File: src/rtl/suma_productos_filtrada.sv
// suma_productos_filtrada: pipelined sum-of-products over an input bus with
// run-time loadable AND masks and a persistence filter on the result.
module suma_productos_filtrada #(
    parameter int ANCHO    = 4,
    parameter int TERMINOS = 2,
    parameter int FILTRO   = 3,
    localparam int IW = (TERMINOS > 1) ? $clog2(TERMINOS) : 1,
    localparam int CW = (FILTRO > 1) ? $clog2(FILTRO) : 1
) (
    input  logic                Reloj,
    input  logic                Reset,
    input  logic [ANCHO-1:0]    Entrada,
    input  logic                EntradaValida,
    input  logic                CargaValida,
    input  logic [IW-1:0]       CargaIndice,
    input  logic [ANCHO-1:0]    CargaMascara,
    output logic [TERMINOS-1:0] Terminos,
    output logic                SumaValida,
    output logic                SumaProductos,
    output logic                Cambio
);

    function automatic logic [ANCHO-1:0] mascara_inicial(input int k);
        logic [ANCHO-1:0] m;
        m = '0;
        for (int b = 0; b < ANCHO; b++)
            m[b] = (b == 2 * k) || (b == 2 * k + 1);
        return m;
    endfunction

    logic [ANCHO-1:0]    mascara [TERMINOS];
    logic [ANCHO-1:0]    muestra;
    logic                v1;
    logic                v2;
    logic                cruda;
    logic [TERMINOS-1:0] aciertos;
    logic [CW-1:0]       cuenta;

    // Indices at or beyond TERMINOS match no k, so they are dropped here.
    always_ff @(posedge Reloj) begin
        if (Reset) begin
            for (int k = 0; k < TERMINOS; k++)
                mascara[k] <= mascara_inicial(k);
        end else if (CargaValida) begin
            for (int k = 0; k < TERMINOS; k++)
                if (CargaIndice == IW'(k))
                    mascara[k] <= CargaMascara;
        end
    end

    always_comb begin
        aciertos = '0;
        for (int k = 0; k < TERMINOS; k++)
            aciertos[k] = (|mascara[k]) &&
                          ((muestra & mascara[k]) == mascara[k]);
    end

    always_ff @(posedge Reloj) begin
        if (Reset) begin
            muestra <= '0;
            v1      <= 1'b0;
        end else begin
            v1 <= EntradaValida;
            if (EntradaValida)
                muestra <= Entrada;
        end
    end

    always_ff @(posedge Reloj) begin
        if (Reset) begin
            Terminos <= '0;
            cruda    <= 1'b0;
            v2       <= 1'b0;
        end else begin
            v2 <= v1;
            if (v1) begin
                Terminos <= aciertos;
                cruda    <= |aciertos;
            end
        end
    end

    // Gaps (v2=0) leave cuenta untouched so the run survives them.
    always_ff @(posedge Reloj) begin
        if (Reset) begin
            cuenta        <= '0;
            SumaValida    <= 1'b0;
            SumaProductos <= 1'b0;
            Cambio        <= 1'b0;
        end else begin
            SumaValida <= v2;
            Cambio     <= 1'b0;
            if (v2) begin
                if (cruda == SumaProductos) begin
                    cuenta <= '0;
                end else if (cuenta == CW'(FILTRO - 1)) begin
                    SumaProductos <= cruda;
                    cuenta        <= '0;
                    Cambio        <= 1'b1;
                end else begin
                    cuenta <= cuenta + 1'b1;
                end
            end
        end
    end

endmodule

File: config.mk
export PLATFORM = sky130hd
export DESIGN_NAME = suma_productos_filtrada
export DESIGN_NICKNAME = d
export VERILOG_FILES = /design/src/rtl/suma_productos_filtrada.sv
export SDC_FILE = /design/constraint.sdc
export NUM_CORES = 1
export LEC_CHECK = 0
export CAP_MARGIN = 20
export CORE_MARGIN = 8
export CORE_UTILIZATION = 40
export CTS_CLUSTER_SIZE = 14
export DETAILED_ROUTE_END_ITERATION = 16
export GPL_ROUTABILITY_DRIVEN = 0
export GPL_TIMING_DRIVEN = 1
export SETUP_SLACK_MARGIN = 0.5
export SLEW_MARGIN = 25
export SYNTH_ARGS = -nofsm -noshare
export SYNTH_HDL_FRONTEND = slang
export SYNTH_SLANG_ARGS = --single-unit
File: constraint.sdc
create_clock -name Reloj -period 1.4 [get_ports Reloj]
set_input_delay 0.14 -clock Reloj [delete_from_list [all_inputs] [get_ports Reloj]]
set_output_delay 0.14 -clock Reloj [all_outputs]
set_load 0.005 [all_outputs]
==> Yosys cells after proc, flatten, opt, wreduce, memory -nomap -nowiden <==
Memory sizes are Yosys's and may differ from the RTL's.
Index checks and enable logic that the tools add are counted.
{ "classes": {"mux": 15, "eq_ne": 4, "addsub": 1, "n_bitwise": 6, "reduce_logical": 7} }
{ "ops": {"columns": ["cell", "count"], "rows": [
  ["2-to-1 mux 1 bit", 11],
  ["AND 4 bit", 2],
  ["equality test 4 bit", 2],
  ["2-to-1 mux 4 bit", 2],
  ["OR reduction 4 bit", 2],
  ["2-to-1 mux 2 bit", 2],
  ["AND reduction 3 bit", 1],
  ["OR reduction 3 bit", 1],
  ["adder 2 x 1 -> 2 bit (second input constant)", 1],
  ["equality test 2 bit (second input constant)", 1],
  ["logical AND 1 bit", 2],
  ["inverter 1 bit", 2],
  ["bitwise OR 1 bit", 2],
  ["OR reduction 2 bit", 1],
  ["equality test 1 bit", 1]
]} }
{ "word_totals": {"mem_count": 1, "elab_cells": 43, "ramBits": 8, "in_bits": 13, "output_inout_bits": 5, "register_bits": 14} }
{ "mem_list": {"columns": ["name", "words", "width", "rd", "rd_clocked_by_memory_dff", "wr", "line_no", "rtl"], "rows": [
  ["mascara", 2, 4, 2, 0, 2, "31", "logic [ANCHO-1:0] mascara [TERMINOS];"]
]} }

==> Longest topological paths before layout <==
{ "depth": {"word_depth": 5, "mapped_depth": 4, "mapped_depth_nobuf": 4} }

==> Least setup slack after synthesis <==
OpenSTA, ideal clock, no wires.
{ "synth_timing": {"path_type": "flip-flop to flip-flop", "startpoint": "memory mascara[1][0] (netlist: mascara[0][4])", "endpoint": "register cruda", "n_path_buf": 0, "slack_ns": 0.434, "period_less_slack_ns": 0.966, "path_stages_with_launch": 5, "setup_ns": 0.123, "required_ns": 1.277, "t_arrival_ns": 0.844, "cell_sequence": "edfxtp_1 nor4_1 a21oi_1 nand3_1 a31oi_1"} }
{ "synth_rtl": {"columns": ["element", "line_no", "rtl"], "rows": [
  ["from (decl)", "31", null],
  ["to (signal assigned)", "78", "cruda <= |aciertos;"],
  ["to (decl)", "35", "logic cruda;"]
]} }

==> metrics.md <==
| Metric | Value |
|---|---|
| Status | `finished clean` |
| H-tree depth | `1` |
| FF-to-FF Start | `mascara[0][6]` |
| Final Cycle Share | `0.769` |
| Leak Pwr | `0.481 nW` |
| First-pass GRT wire length | `around 3000 um` |
| Area grow syn2layout | `38.6%` |
| Worst VDD drop | `roughly 540 uV` |
| XOR/XNOR Fraction of Synth Area | `0.00990` |
| # DRC | `0` |
| Worst skew pair latency | `about 290 ps` |
| DR WL met2 | `approximately 810 um` |
| Seq/Total Area, Yosys | `0.588` |
| Fin worst setup slack | `between 300 and 400 ps` |
| Pins Over Slew Limit | `0` |
| Number of top-level pins | `18` |
| Fin Setup TNS | `0 ps` |
| Final Setup Violations | `0` |
| Crit Path Class | `register to register` |
| Mapped Cells | `81` |
| Cts hold-fix bufs | `0` |
| Mapped Avg Cell Area | `roughly 11 um^2` |
| CP required | `1590 ps` |
| Setup WS pre-CTS | `140 ps` |
| Post-DP HPWL | `roughly 1200 um` |
| Vias/cell | `a little under 5` |
| Vias post-DR | `~650` |
| Vias in the first global route | `between 600 and 700` |
| Grt ovf | `0` |
| Die Span Y | `~63 um` |
| Row count | `17` |
| CP Launch Point | `mascara[0][6]` |
| Mux contribution to synthesized area | `0.0453` |
| First-pass DRT Iterations | `4` |
| Critical path peak fanout | `2` |
| Top cell type's share of synthesized area | `0.317` |
| Final setup skew | `approximately 0.58 ps` |
| Detailed Route WL | `between 1500 and 2000 um` |
| Die W | `approximately 63 um` |
| Most common cell after layout, fill and taps aside | `clkdlybuf4s50_1` |
| Net count, final | `120` |
| N_diodes | `0` |
| Root buf cell | `clkbuf_4` |
| CTS tree | `done` |
| Top cells by area, synth | `dfxtp_1, edfxtp_1, mux2i_1` |
| Mapped Nets | `94` |
| WHS | `284 ps` |
| Simple-gate share of the synthesized area | `0.219` |
| Routed Antenna Nets | `0` |
| Yosys cell types | `26` |
| Clock sink count | `22` |
| Layout cells sized above 1 | `0.292` |
| Post-synthesis adder-cell area fraction | `0` |
| Core area | `~0.0021 mm^2` |
| DIE AREA | `0.00397 mm^2` |
| CP arrival | `approximately 1300 ps` |
| Max-slew headroom | `0.829` |
| Met3 WL post-DR | `between 60 and 70 um` |
| F_max | `around 0.93 GHz` |
| Synth warn | `0` |
| Gr usage total | `0.0918` |
| Power Dens Cells | `between 900 and 1000 mW/mm^2` |
| Worst Setup End Kind | `register` |
| Final Hold Fails | `0` |
| Worst Tran Pin Value | `256 ps` |
| Initial DRC Count | `11` |
| Max-cap violations | `0` |
| Register-to-register path setup slack | `between 300 and 400 ps` |
| Mapped cell area | `a little under 900 um^2` |
| Critical path launch point type | `register` |
| CTS clk-pin slew, worst paths | `~110 ps` |
| Routed length on met1 | `between 700 and 800 um` |
| Max layer used | `met4` |
| Largest family of logic cells by synthesized area | `simple AND/OR/NAND/NOR gates` |
| Hold Path Origin | `Reset` |
| Minimum clock period | `1080 ps` |
| Register bit total from synthesis | `22` |
| RSZ-0062 raised after global routing | `true` |
| Largest net degree at the start of global routing | `15` |
| HP Class | `input port to register` |
| Clock Tree Buf Depth | `2` |
| Synth area leader | `dfxtp_1` |
| CTS Buf Count | `3` |
| Post-synthesis compound-gate area fraction | `0.102` |
| Most frequent cells in the layout | `clkdlybuf4s50_1, dfxtp_1, edfxtp_1` |
| Wire per inst | `between 10 and 15 um` |
| Initial antenna violation count | `0` |
| I/O Buffers | `17` |
| Starting density of the core | `0.412` |
==> state kept, by name (all words and copies together), names as in the netlist <==
name,cells
Cambio,1
SumaProductos,1
SumaValida,1
Terminos,2
cruda,1
cuenta,2
mascara,8
muestra,4
v1,1
v2,1
==> path summary, 6_finish.rpt <==
kind	endpoint	cells past startpoint
worst max-delay path	cruda	4
worst min-delay path	mascara[0][7]	3
worst max register to register	cruda	4
worst min register to register	Terminos[0]	2
==> stage by stage <==
step | util | power, mW | area [um^2] | cells
4_1_cts | 0.538 | 1.19 | 1150 | 131
2_1_floorplan | - | 0.788 | 885 | 81
3_3_place_gp | 0.505 | 0.844 | 1080 | 125
3_5_place_dp | 0.505 | 0.849 | 1080 | 125
5_1_grt | 0.571 | 1.25 | 1230 | 134
6_report | 0.571 | 1.19 | 1230 | 134
==> timing repair <==
| item | 4_1_cts | 5_1_grt |
|---|---|---|
| gates resized for setup | 27 | 14 |
| endpoints found under the setup margin | 16 | 28 |
| setup buffers | 2 | 3 |
| hold endpoints to repair | 0 | 0 |
| cloned | 0 | 0 |
| pin swaps | 7 | 4 |
==> critical path, cell delays in order (launching register included) <==
cell,delay (ps)
edfxtp_1,440
nor4_2,290
a21oi_1,60
nand3_1,110
a31oi_1,80
==> routing by layer <==
layer | GRT usage | up-vias
met1 | 0.106 | 299
met3 | 0.0341 | 4
met5 | 0 | -
met2 | 0.150 | 17
met4 | 0.0342 | 0
li1 | - | 327
==> cells in the mapped netlist, drive strengths merged <==
master and n:
and2 4, nor4 2, a21boi 2, nand3 4, buf 2, and2b 1, nand2 2, nor2b 5
nor2 6, a22oi 2, a21oi 7, nand2b 6, dfxtp 14, or2b 2, inv 5, a31oi 1
a21o 2, edfxtp 8, xnor2 1, mux2i 4, nor3 1
==> layout make-up <==
type                    instances  area [um^2]
well taps                      28         35.0
repair buffers                 23          221
multi-input cells              52          387
fillers                       197          922
clock buffers                   4         36.3
flip-flops and latches         22          528
inverters                       5         18.8
==> cells by family after synthesis <==
family / after synthesis
multiplexers: 4
AO/OA/AOI/OAI: 14
flip-flops: 22
AND/OR/NAND/NOR: 33
buffers and inverters: 7
XOR/XNOR: 1
==> report_power, final <==
part           internal, mW  switching (mW)
Clock                 0.158           0.176
Sequential            0.700          0.0267
Combinational        0.0751          0.0506
Total                 0.933           0.253
Note: power is estimated with default switching activity, not from simulation.
==> RTL edit 1: new RTL, same settings <==
The parameter `TERMINOS` goes from 2 to 4.
--- a/src/rtl/suma_productos_filtrada.sv
+++ b/src/rtl/suma_productos_filtrada.sv
@@ -2,7 +2,7 @@
 // run-time loadable AND masks and a persistence filter on the result.
 module suma_productos_filtrada #(
     parameter int ANCHO    = 4,
-    parameter int TERMINOS = 2,
+    parameter int TERMINOS = 4,
     parameter int FILTRO   = 3,
     localparam int IW = (TERMINOS > 1) ? $clog2(TERMINOS) : 1,
     localparam int CW = (FILTRO > 1) ? $clog2(FILTRO) : 1
Ports: changed (resized CargaIndice and Terminos); port bits go from 18 to 21. The function was not compared with the original's and may differ.
==> RTL edit 1 against the original RTL <==
Sequential cell count increased by 10; total power increased by 49%; area after synthesis is 58% higher; combinational power up 82%; worst setup slack lost 280 ps; routed wire length grew 57%; final area rose by 50%; utilization is 1.9 points lower; highest routed layer unchanged.
==> RTL edit 1: results <==
[placed_design]
placed_cell_area_sq_um = 1689
dp_cells = 189
place_ws_ps = -70.97
portBuffers = 20
dp_hpwl_um = 2001

[grt]
gr-usage-met3_pct = 4.927
grt_pass1_vias = 983
use_met1_pct = 9.199
grt_max_degree = 21
grtUsageMet2_pct = 18.43
track_usage_pct = 10.46

[clock_tree]
cts_sinks = 32
cts_made_buffers = 5

[worst_setup_path]
cpPeakStageDelay_ps = 550
cpLargestDelayFamily = simple AND/OR/NAND/NOR gates
rr_startpoint = mascara[0][2]

[logic_synthesis]
synthXorXnorAreaFrac_pct = 0.6284
synth-edff-count = 16
synth_area_leaders = edfxtp_1 (34%), dfxtp_1 (23%), and2_1 (5.4%)
ys_top_cells_by_count = dfxtp_1 (16), edfxtp_1 (16), and2_1 (12)
synth_compound_area_share_pct = 12.93

[layout]
multi_input_area_share_pct = 35.62
num-nonclk-inverters = 7
nClkBuffers = 7
seq_area_share_pct = 44.05
multi_input_cells = 80
clk_share_pct = 2.447
layout-drive-gt1-share_pct = 32.68

[timing]
maxSlewHeadroom_pct = 76.82
whs_ps = 364.0

[route]
met2_length_um = 1313
drtIter0Drc = 40

[outcome]
status = finished clean

[pwr]
max-vdd-ir-drop_v = 0.0004041
==> RTL edit 1: cell count changes after synthesis, sizes merged, moves of 3 or more <==
cell | before | now
a21oi | 7 | 4
a31o | 0 | 4
and2 | 4 | 12
clkbuf | 0 | 3
edfxtp | 8 | 16
nor2 | 6 | 10
nor2b | 5 | 8
nor3 | 1 | 5
==> RTL edit 1: worst max-delay path by stage <==
stage	start	to	slack (ps)	cells past startpoint
5_1_grt	mascara[2][2]	cruda	-30	4
6_report	mascara[0][2]	cruda	50	3
3_3_place_gp	Reset	mascara[0][0]	2	4
3_5_place_dp	CargaIndice[1]	mascara[2][2]	-70	4
2_1_floorplan	mascara[0][0]	cruda	80	3
4_1_cts	mascara[0][0]	cruda	20	3
==> RTL edit 1: timing repair <==
action                     CTS  global route
hold buffers                 0             0
pin swaps                    5             4
cloned                       0             0
buffers inserted             2             1
setup endpoints to repair   46            25
gates resized for setup     45            15
==> RTL edit 1: power breakdown <==
group,internal (uW),switching [uW]
Clock,189,270
Combinational,118,110
Sequential,1040,39.3
==> RTL edit 2: new RTL, same flow settings <==
Made on the original files. Add an input register stage for `Entrada`, `EntradaValida`, `CargaValida`, `CargaIndice` and `CargaMascara`, without a reset; this delays them by one clock.
--- a/src/rtl/suma_productos_filtrada.sv
+++ b/src/rtl/suma_productos_filtrada.sv
@@ -20,6 +20,20 @@
     output logic                Cambio
 );
 
+    logic [ANCHO-1:0] Entrada_q;
+    logic EntradaValida_q;
+    logic CargaValida_q;
+    logic [IW-1:0] CargaIndice_q;
+    logic [ANCHO-1:0] CargaMascara_q;
+
+    always_ff @(posedge Reloj) begin
+        Entrada_q       <= Entrada;
+        EntradaValida_q <= EntradaValida;
+        CargaValida_q   <= CargaValida;
+        CargaIndice_q   <= CargaIndice;
+        CargaMascara_q  <= CargaMascara;
+    end
+
     function automatic logic [ANCHO-1:0] mascara_inicial(input int k);
         logic [ANCHO-1:0] m;
         m = '0;
@@ -41,10 +55,10 @@
         if (Reset) begin
             for (int k = 0; k < TERMINOS; k++)
                 mascara[k] <= mascara_inicial(k);
-        end else if (CargaValida) begin
+        end else if (CargaValida_q) begin
             for (int k = 0; k < TERMINOS; k++)
-                if (CargaIndice == IW'(k))
-                    mascara[k] <= CargaMascara;
+                if (CargaIndice_q == IW'(k))
+                    mascara[k] <= CargaMascara_q;
         end
     end
 
@@ -60,9 +74,9 @@
             muestra <= '0;
             v1      <= 1'b0;
         end else begin
-            v1 <= EntradaValida;
-            if (EntradaValida)
-                muestra <= Entrada;
+            v1 <= EntradaValida_q;
+            if (EntradaValida_q)
+                muestra <= Entrada_q;
         end
     end
 
Behaviour: not the same (a bounded check fails within 4 cycles, from zero or initial values and one cycle with Reset high).
==> RTL edit 2 against the original RTL <==
Final area is 17% higher; critical endpoint unchanged; cell count is 10% higher; sequential cell count is 11 higher; total power rose by 35%; area after synthesis increased by 24%; critical path depth is the same; routed wire length increased by 2.3%; via count rose by 9.4%; die area grew 18%; synthesized cell count increased by 11%; worst setup slack got worse by 29 ps.
==> RTL edit 2: results <==
[outcome]
status = finished clean

[worst_setup_path]
critPathKind = reg2reg
rr_startpoint = mascara[0][0]
cp_max_fo = 2
required_ps = 1600

[logic_synthesis]
synth_fa_ha_area_share_pct = 0
ys_top_cells_by_count = dfxtp_1 (25), edfxtp_1 (8), nand2b_1 (8)
yosysTopAreaCellShare_pct = 45.51
synthArstFlopShare_pct = 0
synth-edff-count = 8
yosysWarningCount = 0
syn-num-nets = 103
synthMuxAreaShare_pct = 4.551
synth_area_leaders = dfxtp_1 (46%), edfxtp_1 (22%), mux2i_1 (4.6%)
synthXorXnorAreaFrac_pct = 0.7964
synth_cell_type_count = 26
synth_compound_area_share_pct = 7.736
seq_area_frac_synth_pct = 67.35

[route]
drt_pre_antenna_iters = 4
wl_per_cell_um = 11.55
vias = 708
drtIter0Drc = 37
remaining_drc_errors = 0

[pwr]
switching_share_pct = 20.72
leakage_uw = 0.0005720
max-vdd-ir-drop_v = 0.0007080

[placed_design]
placed_cell_area_sq_um = 1308
dp_hpwl_um = 1182
portBuffers = 17

[grt]
grt_pass1_wl_um = 2808
antenna_found_initial = 0
track_usage_pct = 8.182
grt_max_degree = 15
grt_pass1_vias = 630

[clock_tree]
htree_num_levels = 2
clk_pin_slew_worst_paths_ps = 80
insertion_delay_ps = 310
cts_made_buffers = 5

[hold_path]
min-delay-start = CargaValida

[layout]
regMostFlops = mascara
layout-drive-gt1-share_pct = 24.79
antenna_cells = 0
nets = 130
largest_reg_flops = 8

[timing]
maxSlewHeadroom_pct = 85.02
skew_ps = 2.627
## RTL edit 2: final cells by class
class	instances	area, sq um
fillers	241	1256
flip-flops and latches	33	748.2
multi-input cells	50	367.9
repair buffers	22	211.5
clock buffers	6	41.29
well taps	31	38.79
inverters	5	18.77
clock inverters	1	3.754
## RTL edit 2: through the flow
stage / utilization [%] / instances / total power, uW / setup WS, ps
after floorplan: - / 90 / 1110 / 433.0
after global placement: 48.67 / 137 / 1162 / 186.4
after detailed placement: 48.67 / 137 / 1163 / 167.1
after CTS: 51.09 / 146 / 1616 / 340.0
after global routing: 53.24 / 148 / 1684 / 225.3
final: 53.24 / 148 / 1601 / 295.2
## RTL edit 2: path summary, 6_finish.rpt
kind                                      end  slack, ps  cells after the start
worst max-delay path                    cruda        300                      4
worst min-delay path            CargaValida_q        260                      1
worst max register to register          cruda        300                      4
worst min register to register     muestra[2]        470                      2
## RTL edit 2: routing by layer
| layer | vias up | GRT usage (%) | routed length (um) |
|---|---|---|---|
| li1 | 357 | - | - |
| met1 | 331 | 9.020 | 764 |
| met2 | 15 | 11.73 | 795 |
| met3 | 5 | 5.237 | 125 |
| met4 | 0 | 4.604 | 23 |
| met5 | - | 0 | 0 |
## RTL edit 2: repair_timing
| action | CTS | global route |
|---|---|---|
| gates resized for setup | 23 | 12 |
| buffers inserted | 2 | 2 |
| pin swaps | 1 | 6 |
| endpoints found under the hold margin | 0 | 0 |
| endpoints found under the setup margin | 19 | 23 |
## RTL edit 2: kinds of logic (layout without fill, tap and decap cells)
group / count (synthesis) / in the layout
flops: 33 / 33
simple gates: 31 / 31
buf+inv: 7 / 34
mux: 5 / 5
xor+xnor: 1 / 1
compound gates: 13 / 13
## RTL edit 2: power by group through the flow
stage / Clock, uW / Combinational (uW) / Sequential [uW]
final: 447 / 105 / 1050
after global routing: 515 / 115 / 1050
after CTS: 473 / 97.7 / 1050
after detailed placement: 0 / 97.8 / 1070
after global placement: 0 / 96.3 / 1070
after floorplan: 0 / 52.9 / 1060
## RTL edit 2: critical path, cell delays in order (launching register included)
cell      delay (ps)
edfxtp_1         410
nor4_2           300
a21oi_1           70
nand3_1          120
a31oi_1           90
